[config.mk]
export PLATFORM = sky130hd
export DESIGN_NAME = gmii_tx_sched
export DESIGN_NICKNAME = d
export VERILOG_FILES = /design/src/rtl/gmii_buf_pkg.sv /design/src/rtl/gmii_tx_sched_rr_arb4.sv /design/src/rtl/gmii_tx_sched.sv
export SDC_FILE = /design/constraint.sdc
export NUM_CORES = 1
export LEC_CHECK = 0
export ABC_CLOCK_PERIOD_IN_PS = 2500
export CORE_ASPECT_RATIO = 2
export CORE_UTILIZATION = 42
export DETAILED_ROUTE_END_ITERATION = 16
export PLACE_DENSITY = 0.81
export SLEW_MARGIN = 10
export SYNTH_ARGS = -nofsm -noshare
export SYNTH_HDL_FRONTEND = slang
export SYNTH_HIERARCHICAL = 1
export SYNTH_SLANG_ARGS = --single-unit
[constraint.sdc]
create_clock -name gmii_tx_clk -period 2.5 [get_ports gmii_tx_clk]
set_clock_uncertainty 0.05 [all_clocks]
set_input_delay 0.25 -clock gmii_tx_clk [delete_from_list [all_inputs] [get_ports gmii_tx_clk]]
set_output_delay 0.25 -clock gmii_tx_clk [all_outputs]
set_load 0.01 [all_outputs]
[src/rtl/gmii_buf_pkg.sv]
// Shared types and constants for the GMII transmit scheduler.
// Buffer word layout is {en, d[7:0], er}.
package gmii_buf_pkg;
  localparam int NUM_CH  = 4;
  localparam int FIFO_W  = 10;
  localparam int EN_BIT  = 9;
  localparam int ER_BIT  = 0;
  localparam int DAT_LSB = 1;
  localparam int DAT_MSB = 8;

  typedef enum logic [2:0] {
    IDLE,
    GRANT,
    READ,
    DRAIN,
    GAP
  } state_e;
endpackage

[src/rtl/gmii_tx_sched_rr_arb4.sv]
// Rotating-priority encoder over four requesters.
// Search starts just above the last granted index and wraps.
module rr_arb4 (
  input  logic [3:0] req,
  input  logic [1:0] last,
  output logic [1:0] gnt_idx,
  output logic       any
);
  logic [1:0] cand;
  logic       hit;

  // First requester found walking upward from last+1
  always_comb begin
    gnt_idx = '0;
    cand    = '0;
    hit     = 1'b0;
    for (int i = 1; i <= 4; i++) begin
      cand = last + 2'(i);
      if (!hit && req[cand]) begin
        gnt_idx = cand;
        hit     = 1'b1;
      end
    end
  end

  assign any = |req;
endmodule

[src/rtl/gmii_tx_sched.sv]
// Frame-granular round-robin scheduler feeding one GMII tx port
// from four channel buffers with companion length queues.
module gmii_tx_sched
  import gmii_buf_pkg::*;
#(
  parameter int LEN_W   = 11,
  parameter int RD_LAT  = 1,
  parameter int IPG_CYC = 8
) (
  input  logic                       gmii_tx_clk,
  input  logic                       tx_rst,
  input  logic [NUM_CH-1:0]          len_valid,
  input  logic [NUM_CH*LEN_W-1:0]    len_data,
  output logic [NUM_CH-1:0]          len_pop,
  output logic [NUM_CH-1:0]          fifo_rd_en,
  input  logic [NUM_CH*FIFO_W-1:0]   fifo_rd_data,
  output logic [7:0]                 gmii_txd,
  output logic                       gmii_tx_en,
  output logic                       gmii_tx_er,
  output logic                       busy,
  output logic [1:0]                 cur_ch,
  output logic                       frame_done,
  output logic                       zero_len_drop,
  output logic                       underrun
);
  localparam int TMR_W = 8;

  state_e             state_q, state_d;
  logic [LEN_W-1:0]   cnt_q, cnt_d;
  logic [TMR_W-1:0]   tmr_q, tmr_d;
  logic [1:0]         cur_ch_q, cur_ch_d;
  logic [1:0]         last_q, last_d;

  logic [1:0]         arb_idx;
  logic               arb_any;
  logic [LEN_W-1:0]   lens  [NUM_CH];
  logic [FIFO_W-1:0]  words [NUM_CH];
  logic [LEN_W-1:0]   len_sel;
  logic               rd_any;
  logic               rd_last;

  logic               vld_q [RD_LAT];
  logic               lst_q [RD_LAT];
  logic [1:0]         pch_q [RD_LAT];
  logic [FIFO_W-1:0]  word;

  logic [7:0]         txd_q;
  logic               en_q, er_q, done_q, udr_q;

  rr_arb4 u_arb (
    .req     (len_valid),
    .last    (last_q),
    .gnt_idx (arb_idx),
    .any     (arb_any)
  );

  // Unpack the flat per-channel buses into indexable arrays
  always_comb begin
    for (int k = 0; k < NUM_CH; k++) begin
      lens[k]  = len_data[k*LEN_W +: LEN_W];
      words[k] = fifo_rd_data[k*FIFO_W +: FIFO_W];
    end
  end

  assign len_sel = lens[cur_ch_q];
  assign rd_any  = (state_q == READ);
  assign rd_last = rd_any && (cnt_q == LEN_W'(1));

  // State register
  always_ff @(posedge gmii_tx_clk or posedge tx_rst) begin
    if (tx_rst) state_q <= IDLE;
    else        state_q <= state_d;
  end

  // Next-state: zero-length entries return to IDLE with no gap
  always_comb begin
    state_d = state_q;
    unique case (state_q)
      IDLE:    if (arb_any) state_d = GRANT;
      GRANT:   state_d = (len_sel == '0) ? IDLE : READ;
      READ:    if (cnt_q == LEN_W'(1)) state_d = DRAIN;
      DRAIN:   if (tmr_q == TMR_W'(RD_LAT)) state_d = GAP;
      GAP:     if (tmr_q == TMR_W'(IPG_CYC - 1)) state_d = IDLE;
      default: state_d = IDLE;
    endcase
  end

  // Control outputs decoded from the current state
  always_comb begin
    len_pop       = '0;
    fifo_rd_en    = '0;
    zero_len_drop = 1'b0;
    busy          = (state_q != IDLE);
    unique case (state_q)
      GRANT: begin
        len_pop[cur_ch_q] = 1'b1;
        zero_len_drop     = (len_sel == '0);
      end
      READ:    fifo_rd_en[cur_ch_q] = 1'b1;
      default: ;
    endcase
  end

  // Next values for word counter, phase timer and grant pointers
  always_comb begin
    cnt_d    = cnt_q;
    cur_ch_d = cur_ch_q;
    last_d   = last_q;
    tmr_d    = (state_d != state_q) ? '0 : tmr_q + TMR_W'(1);
    if (state_q == IDLE && arb_any) cur_ch_d = arb_idx;
    if (state_q == GRANT) begin
      cnt_d  = len_sel;
      last_d = cur_ch_q;
    end else if (state_q == READ) begin
      cnt_d = cnt_q - LEN_W'(1);
    end
  end

  // Counter and grant registers; ch0 wins first after reset
  always_ff @(posedge gmii_tx_clk or posedge tx_rst) begin
    if (tx_rst) begin
      cnt_q    <= '0;
      tmr_q    <= '0;
      cur_ch_q <= '0;
      last_q   <= 2'd3;
    end else begin
      cnt_q    <= cnt_d;
      tmr_q    <= tmr_d;
      cur_ch_q <= cur_ch_d;
      last_q   <= last_d;
    end
  end

  // Valid/last/channel tags travel alongside the buffer read latency
  always_ff @(posedge gmii_tx_clk or posedge tx_rst) begin
    if (tx_rst) begin
      for (int i = 0; i < RD_LAT; i++) begin
        vld_q[i] <= 1'b0;
        lst_q[i] <= 1'b0;
        pch_q[i] <= '0;
      end
    end else begin
      vld_q[0] <= rd_any;
      lst_q[0] <= rd_last;
      pch_q[0] <= cur_ch_q;
      for (int i = 1; i < RD_LAT; i++) begin
        vld_q[i] <= vld_q[i-1];
        lst_q[i] <= lst_q[i-1];
        pch_q[i] <= pch_q[i-1];
      end
    end
  end

  assign word = words[pch_q[RD_LAT-1]];

  // Output register: a word with en=0 becomes an error byte
  always_ff @(posedge gmii_tx_clk or posedge tx_rst) begin
    if (tx_rst) begin
      txd_q  <= '0;
      en_q   <= 1'b0;
      er_q   <= 1'b0;
      done_q <= 1'b0;
      udr_q  <= 1'b0;
    end else begin
      en_q   <= vld_q[RD_LAT-1];
      txd_q  <= vld_q[RD_LAT-1] ? word[DAT_MSB:DAT_LSB] : '0;
      er_q   <= vld_q[RD_LAT-1] &
                (word[ER_BIT] | ~word[EN_BIT]);
      udr_q  <= vld_q[RD_LAT-1] & ~word[EN_BIT];
      done_q <= vld_q[RD_LAT-1] & lst_q[RD_LAT-1];
    end
  end

  assign gmii_txd   = txd_q;
  assign gmii_tx_en = en_q;
  assign gmii_tx_er = er_q;
  assign frame_done = done_q;
  assign underrun   = udr_q;
  assign cur_ch     = cur_ch_q;
endmodule

==> flow_results.org, run 1 <==
** Timing
- Setup violations remaining at the end of the flow were counted as 0.
- Fmax :: 0.4246 GHz
- The max-slew violation count is 0.
- Worst slew pin tran :: 560.7 ps
- Final count of hold timing violations :: 0
- The worst pin sits at a relative slew slack of 62.48%.
- RSZ-0062 raised after global routing :: no
- The worst path meets setup with 145.1 ps of slack.
- After routing, the total negative slack on setup checks comes to 0 ps.
- Counting I/O delays and the setup requirement, the final critical path takes 2355 ps.
- Share of the clock period used by the worst path after layout :: 94.20%

** Place
- The congestion estimate from routability-driven global placement came to 0.9994.
- Dpl hpwl :: 5953 um
- After detailed placement, the total cell area comes to 3779 um2.
- Minimum setup slack after placement :: -112.8 ps
- Port buffering added 113 buffers.

** Critical path
- At the worst endpoint, the arrival time is 2050 ps.
- Minimum setup slack among reg-to-reg paths :: 470 ps
- Data required time at the worst endpoint :: 2200 ps
- Maximum fanout encountered on the critical timing path :: 12
- The worst setup path is captured at a primary output.
- The critical path is of the flip-flop to primary output type.
- The worst setup path is launched from a flip-flop.

** Power
- In this run the static leakage power is 1.604 nW.
- Net Switching :: 0.001588 W
- VDD sags by at most 0.0006175 V.
- P_int :: 0.002547 W
- Power spread over the standard cell area amounts to 1047 nW/um2.
- Of the total power, the share spent switching nets is 38.41%.
- The share of total power dissipated in sequential elements is 30.5%.
- In this run, the clock network consumes 15.8% of the power.
- Combinational cell fraction of total power :: 53.7%

** Synth
- Average footprint of a synthesized cell :: 10.85 um2
- Proportion of register bits with asynchronous set or reset after synthesis :: 100.0%
- Number of standard cells after synthesis :: 234
- The synthesized netlist contains 45 unique library cells.
- Sequential element share of the synthesized area :: 41.50%
- Summing every instance area after synthesis gives 2539 um2.
- Main synth FF type :: sky130_fd_sc_hd__dfrtp_1
- Synthesis inferred 42 register bits.
- In this run, synthesis inferred 0 flip-flops with an integrated enable.
- Synthesized Nets :: 328
- Yosys warnings :: 6

** Die
- The core region is 5758 um2.
- Die outline width :: 56.98 um
- Once the floorplan was initialized, standard cells occupied 44.09% of the core.
- Site Rows :: 39
- The die covers 6378 um2.
- The die is 112.0 um tall.
- Number of top-level pins :: 114

** CTS
- TritonCTS clock tree :: built
- Clock insertion delay at the later pin of the skew report :: 290 ps
- Clock transition at path regs :: 60 ps
- CTS-repair resized insts :: 4
- For this design, the sink count on the clock tree is 42.
- CTS HTree Levels :: 2
- Number of buffers added for setup after CTS :: 0
- Clock tree synthesis inserted a total of 5 buffers.
- No sink is reached through more buffers than the 2 on the longest clock path.
- Clock tree synthesis selected as its root buffer the cell sky130_fd_sc_hd__clkbuf_16.
- Buffers inserted to repair hold after CTS numbered 0.

** Detailed routing
- Number of optimization iterations in the first detailed-route pass :: 12
- Routed wire length :: 7302 um
- Routed via count :: 2390
- Detailed-route vias per instance :: 5.759
- Routed len/inst :: 17.60 um
- The count of nets left with antenna violations once routing finished came out at 0.
- Remaining design rule violation count :: 3
- Iteration-0 DRC Markers :: 85

** Cells and area
- After filler insertion, the fill cell instance count of the layout stands at 469.
- Synth-to-Final Area Change :: 55.59%
- In the final design database the tool counted 447 nets.
- Register Area :: 1055 um2
- Area of combinational cells with multiple inputs :: 1401 um2
- Design Area, Final :: 3950 um2
- Of the cells placed in the final design, the portion with a size suffix greater than 1 is 14.97%.
- Most frequent standard cell in the layout excluding fill and tap cells :: sky130_fd_sc_hd__clkdlybuf4s50_1
- Count of inserted antenna diode cells :: 0
- Most frequent cells in the layout :: sky130_fd_sc_hd__clkdlybuf4s50_1 (112), sky130_fd_sc_hd__dfrtp_1 (39), sky130_fd_sc_hd__nand2_1 (24)

** Outcome
- The final reports fail on design-rule violations.
- Status :: finished, violations left

** GRT
- Global routing used 25.16% of the available tracks across all layers.
- The number of global-route vias before repair was 2520.
- Maximum number of pins on one net before global-route repair :: 43
- For this run the aggregate overflow at the end of global routing stands at 0.
- Number of antenna violations at the first check in global routing :: 0
- Global-route wire length before repair :: 11960 um

** Hold path
- The path class of the tightest hold or removal check is primary input to asynchronous set/reset pin.

** Job
- MaxCap Viol Count :: 0
[layout make-up]
type,count,share of cell area [%]
Timing Repair Buffer,124,30.92
Tap cell,61,1.932
Multi-Input combinational cell,168,35.48
Clock inverter,2,0.3168
Inverter,12,1.140
Clock buffer,6,3.516
Sequential cell,42,26.70
[final timing paths]
kind                                 start  depth (start not counted)             to
worst max-delay path             cur_ch[0]                          6  zero_len_drop
worst min-delay path                tx_rst                          3       pch_q[1]
worst max register to register  state_q[0]                          4       tmr_q[6]
worst min register to register       lst_q                          1     frame_done
max in group asynchronous           tx_rst                          3      cur_ch[1]
min in group gmii_tx_clk             lst_q                          1     frame_done
[per-stage QoR]
step           util, %  hold WS (ps)  cells  total power (W)
3_5_place_dp     65.62         403.7    407         0.003432
3_3_place_gp     65.62         390.7    407         0.003350
5_1_grt          68.60         429.7    415         0.004411
6_report         68.60         370.0    415         0.004136
4_1_cts          68.51         387.7    415         0.004134
2_1_floorplan        -         316.2    234         0.002595
[layer usage]
metal / wire (um) / track usage [%] / up-vias
met5: 0 / 0 / -
li1: - / - / 1109
met4: 374 / 13.98 / 0
met1: 2209 / 23.01 / 1140
met3: 407 / 4.762 / 25
met2: 4310 / 48.86 / 116
[synth_stat cells, types with 3 or more instances]
cell type	count	area (um2)
sky130_fd_sc_hd__a211oi_1	8	60.06
sky130_fd_sc_hd__o21ai_0	8	40.04
sky130_fd_sc_hd__a32oi_1	3	26.28
sky130_fd_sc_hd__nand2_1	24	90.09
sky130_fd_sc_hd__nor4_1	3	18.77
sky130_fd_sc_hd__ha_1	4	50.05
sky130_fd_sc_hd__inv_1	11	41.29
sky130_fd_sc_hd__dfrtp_1	40	1001
sky130_fd_sc_hd__clkbuf_1	5	18.77
sky130_fd_sc_hd__nand3_1	13	65.06
sky130_fd_sc_hd__a221o_1	3	30.03
sky130_fd_sc_hd__nor2b_1	5	31.28
sky130_fd_sc_hd__nor2_1	18	67.56
sky130_fd_sc_hd__nand2b_1	3	18.77
sky130_fd_sc_hd__xor2_1	4	35.03
sky130_fd_sc_hd__or3_1	3	18.77
sky130_fd_sc_hd__nor3_1	5	25.02
sky130_fd_sc_hd__and2_1	9	56.30
sky130_fd_sc_hd__a21oi_1	8	40.04
sky130_fd_sc_hd__a31oi_1	3	18.77
sky130_fd_sc_hd__mux4_2	21	473.0
[sequential cells by signal, summed over array words and instances (netlist names)]
signal	flops
cnt_q	11
gmii_txd	8
tmr_q	8
state_q	3
cur_ch	2
last_q	2
pch_q	2
frame_done	1
gmii_tx_en	1
gmii_tx_er	1
lst_q	1
underrun	1
vld_q	1
[worst max-delay path: stages, from the launching register on]
cell and delay (ps):
sky130_fd_sc_hd__dfrtp_1 370, sky130_fd_sc_hd__buf_12 160, sky130_fd_sc_hd__mux4_2 550, sky130_fd_sc_hd__nor4_4 310, sky130_fd_sc_hd__nand3_1 120, sky130_fd_sc_hd__nor2_1 110, sky130_fd_sc_hd__clkbuf_2 140
[cells by family after synthesis]
| family | synth area share, % |
|---|---|
| AO/OA/AOI/OAI | 12.22 |
| buffers and inverters | 4.238 |
| AND/OR/NAND/NOR | 18.09 |
| flip-flops | 41.50 |
| multiplexers | 19.91 |
| adder cells (fa/ha/maj) | 1.971 |
| XOR/XNOR | 2.070 |
[power by group through the flow]
stage	sequential (W)	combinational, W	clock, W
floorplan	0.00116	0.00144	0
global placement	0.00125	0.00210	0
detailed placement	0.00127	0.00216	0
CTS	0.00126	0.00220	0.000672
global route	0.00131	0.00241	0.000698
finish	0.00126	0.00222	0.000655
(Power assumes the default switching activity.)
==> inputs of run 2 (changes only) <==
--- a/config.mk
+++ b/config.mk
@@ -6,8 +6,10 @@
 export NUM_CORES = 1
 export LEC_CHECK = 0
 export ABC_CLOCK_PERIOD_IN_PS = 2500
+export CAP_MARGIN = 10
 export CORE_ASPECT_RATIO = 2
 export CORE_UTILIZATION = 42
+export CTS_CLUSTER_DIAMETER = 30
 export DETAILED_ROUTE_END_ITERATION = 16
 export PLACE_DENSITY = 0.81
 export SLEW_MARGIN = 10
@@ -15,3 +17,4 @@
 export SYNTH_HDL_FRONTEND = slang
 export SYNTH_HIERARCHICAL = 1
 export SYNTH_SLANG_ARGS = --single-unit
+export TNS_END_PERCENT = 1
==> results of run 2 <==
No change in the layout: final DEF, timing and power equal those of run 1.
==> inputs of run 3 (changes only) <==
--- a/config.mk
+++ b/config.mk
@@ -12,6 +12,7 @@
 export CTS_CLUSTER_DIAMETER = 30
 export DETAILED_ROUTE_END_ITERATION = 16
 export PLACE_DENSITY = 0.81
+export SKIP_LAST_GASP = 1
 export SLEW_MARGIN = 10
 export SYNTH_ARGS = -nofsm -noshare
 export SYNTH_HDL_FRONTEND = slang
==> flow_results.org, run 3 (same netlist as run 1, synthesis figures left out) <==
** Critical path
- Arr. time, crit path :: 2160 ps (was 2050 ps)
- Worst-path cell chain: buf_12, mux4_2, nor4_4, nand3_1, nor2_1, clkdlybuf4s15_1 (was buf_12, mux4_2, nor4_4, nand3_1, nor2_1, clkbuf_2).
- Maximum fanout encountered on the critical timing path :: 12 (unchanged)
- The cell type of the slowest stage on the worst timing path is sky130_fd_sc_hd__mux4_2 (unchanged).
- The critical path class is flip-flop to primary output (unchanged).
- The capturing element type of the critical path was a primary output (unchanged).
- The type of element launching the critical path is a flip-flop (unchanged).
- Data required time at the worst endpoint :: 2200 ps (about the same)
- Highest cell delay on the worst timing path :: 550 ps (about the same)

** Power
- Reported leakage power :: 1.604 nW (about the same)
- The part of the total power dissipated in combinational logic is 53.7% (about the same).
- P_int :: 0.002547 W (about the same)
- The power share of the sequential group was 30.5% (about the same).
- The largest vdd supply drop came to 0.0006174 V (was 0.0006175 V).
- Power consumption :: 0.004136 W (about the same)
- Net switching share of the total power :: 38.41% (about the same)
- The areal power density over the cells came to 1046 nW/um2 (was 1047 nW/um2).
- The clock share of power is 15.8% (about the same).
- Net Switching :: 0.001588 W (about the same)

** GRT
- The first-pass GRT wire length came to 11960 um (unchanged).
- Residual overflow from global routing :: 0 (unchanged)
- Combined global-route utilization of all metal layers :: 25.16% (unchanged)
- The pin count of the biggest net entering global routing was 43 (unchanged).
- The number of antenna violations at the first check in global routing was 0 (unchanged).
- Via count of the first global-routing pass :: 2520 (unchanged)

** Die
- Site Rows :: 39 (unchanged)
- The initial standard-cell utilization of the core was 44.09% (unchanged).
- The area of the core came to 5758 um2 (unchanged).
- The number of placed I/O pins was 114 (unchanged).
- The overall die height came to 112.0 um (unchanged).
- The x dimension of the die came to 56.98 um (unchanged).
- The area of the die came to 6378 um2 (unchanged).

** Detailed routing
- Number of optimization iterations in the first detailed-route pass :: 12 (unchanged)
- The via count of the routed design came to 2390 (unchanged).
- The final routed wire length divided by cell count is 17.60 um (about the same).
- Iteration-0 DRC Markers :: 85 (unchanged)
- The post-detailed-route DRC marker count was 3 (unchanged).
- Residual antenna-violating net count after detailed routing :: 0 (unchanged)
- Detailed-route vias per instance :: 5.759 (unchanged)
- Routed wire length :: 7305 um (was 7302 um)

** Cells and area
- The register containing the most flip-flops in the final layout is cnt_q (unchanged).
- The layout overhead on the synthesized area is 55.79% (was 55.59%).
- Number of flip-flops under the largest register name :: 11 (unchanged)
- The fraction of final layout cells with drive strength greater than 1 is 14.69% (was 14.97%).
- Layout net count :: 447 (unchanged)
- Core Util, Final :: 68.69% (was 68.60%)
- The antenna diode count came to 0 (unchanged).
- Most frequent cells in the layout: sky130_fd_sc_hd__clkdlybuf4s50_1 (112), sky130_fd_sc_hd__dfrtp_1 (39), sky130_fd_sc_hd__nand2_1 (24) (unchanged).
- The leading cell type in the layout, fill and taps excluded was sky130_fd_sc_hd__clkdlybuf4s50_1 (unchanged).
- The number of fill cells came to 468 (was 469).

** CTS
- The clock latency on the worst-skew pair is 290 ps (about the same).
- The H-tree depth came to 2 (unchanged).
- The CTS tree was built (unchanged).
- The number of buffers created by CTS is 5 (unchanged).
- Clock transition at path regs :: 60 ps (about the same)
- The number of buffers between clock root and the deepest sink came to 2 (unchanged).
- The count of hold buffers inserted by post-cts repair is 0 (unchanged).
- # clock sinks :: 42 (unchanged)
- Clock Tree Root :: sky130_fd_sc_hd__clkbuf_16 (unchanged)

** Place
- Dpl hpwl :: 5953 um (unchanged)
- The worst slack at placement was -112.8 ps (unchanged).
- Routability-driven placement congestion ratio :: 0.9994 (unchanged)
- Count of input and output buffers :: 113 (unchanged)

** Hold path
- Path class of the lowest-slack min-delay path :: primary input to asynchronous set/reset pin (unchanged)

** Outcome
- Status :: finished, violations left (unchanged)
- Failing checks :: design-rule violations (unchanged)

** Timing
- Slew Viols, Final :: 0 (unchanged)
- Setup Viol. Count Final :: 0 (unchanged)
- The worst setup slack after layout was 35.26 ps (was 145.1 ps).
- Fmax :: 0.4057 GHz (was 0.4246 GHz)
- Share of the clock period used by the worst path after layout :: 98.59% (was 94.20%)
- RSZ-0062 raised after global routing: yes (was no).
- Worst slew pin tran :: 560.7 ps (unchanged)
- Final count of hold timing violations :: 0 (unchanged)
- Headroom to the max-slew limit :: 62.48% (unchanged)
- Time the final worst path needs with I/O delays and setup :: 2465 ps (was 2355 ps)

** Job
- MaxCap Viol Count :: 0 (unchanged)
==> run 3: cell types whose count changed in the layout (fill, tap and decap cells not counted), sizes merged <==
cell / before / now
clkbuf: 7 / 6
clkdlybuf4s15: 0 / 1
==> run 3: power by group through the flow <==
stage | sequential, W | clock (W) | combinational [W]
finish | 0.00126 | 0.000655 | 0.00222
CTS | 0.00126 | 0.000672 | 0.00220
floorplan | 0.00116 | 0 | 0.00144
global placement | 0.00125 | 0 | 0.00210
detailed placement | 0.00127 | 0 | 0.00216
global route | 0.00131 | 0.000698 | 0.00241
==> run 3: per-stage QoR <==
stage	setup TNS (ps)	instance area [um2]	hold WS, ps	std cells
floorplan	0	2539	316.2	234
global placement	-97.95	3779	390.7	407
detailed placement	-112.8	3779	403.7	407
CTS	0	3945	387.7	415
global route	-73.70	3955	429.7	415
finish	0	3955	370.0	415
==> run 3: per-layer routing <==
metal / wire length, um / vias to the layer above / global-route usage [%]
li1: - / 1109 / -
met1: 2216 / 1140 / 23.01
met2: 4310 / 116 / 48.86
met3: 403 / 25 / 4.762
met4: 374 / 0 / 13.98
met5: 0 / - / 0
==> run 3: final cells by class <==
type	count	area, um2	share of cell area (%)
multi-input combinational	168	1401	35.43
clock buffer	6	138.9	3.512
clock inverter	2	12.51	0.3164
tap	61	76.32	1.930
inverter	12	45.04	1.139
timing repair buffer	124	1226	31.00
sequential	42	1055	26.67
==> run 3: critical path: cells and delay by family, from the launching register on <==
family / cells / cell delay (ps)
simple gates: 3 / 540
flops: 1 / 370
mux: 1 / 550
buf+inv: 2 / 410
==> run 3: final timing paths <==
kind | start | endpoint | slack, ps | depth (start not counted)
max | cur_ch[0] | zero_len_drop | 40 | 6
min | tx_rst | pch_q[1] | 370 | 3
max reg2reg | state_q[0] | tmr_q[6] | 470 | 4
min reg2reg | lst_q | frame_done | 410 | 1
max in group asynchronous | tx_rst | cur_ch[1] | 1650 | 3
min in group gmii_tx_clk | lst_q | frame_done | 410 | 1
==> run 3: timing repair <==
item	4_1_cts	5_1_grt
pin swaps	0	0
resized for setup	4	3
setup buffers	0	0
endpoints found under the setup margin	1	4
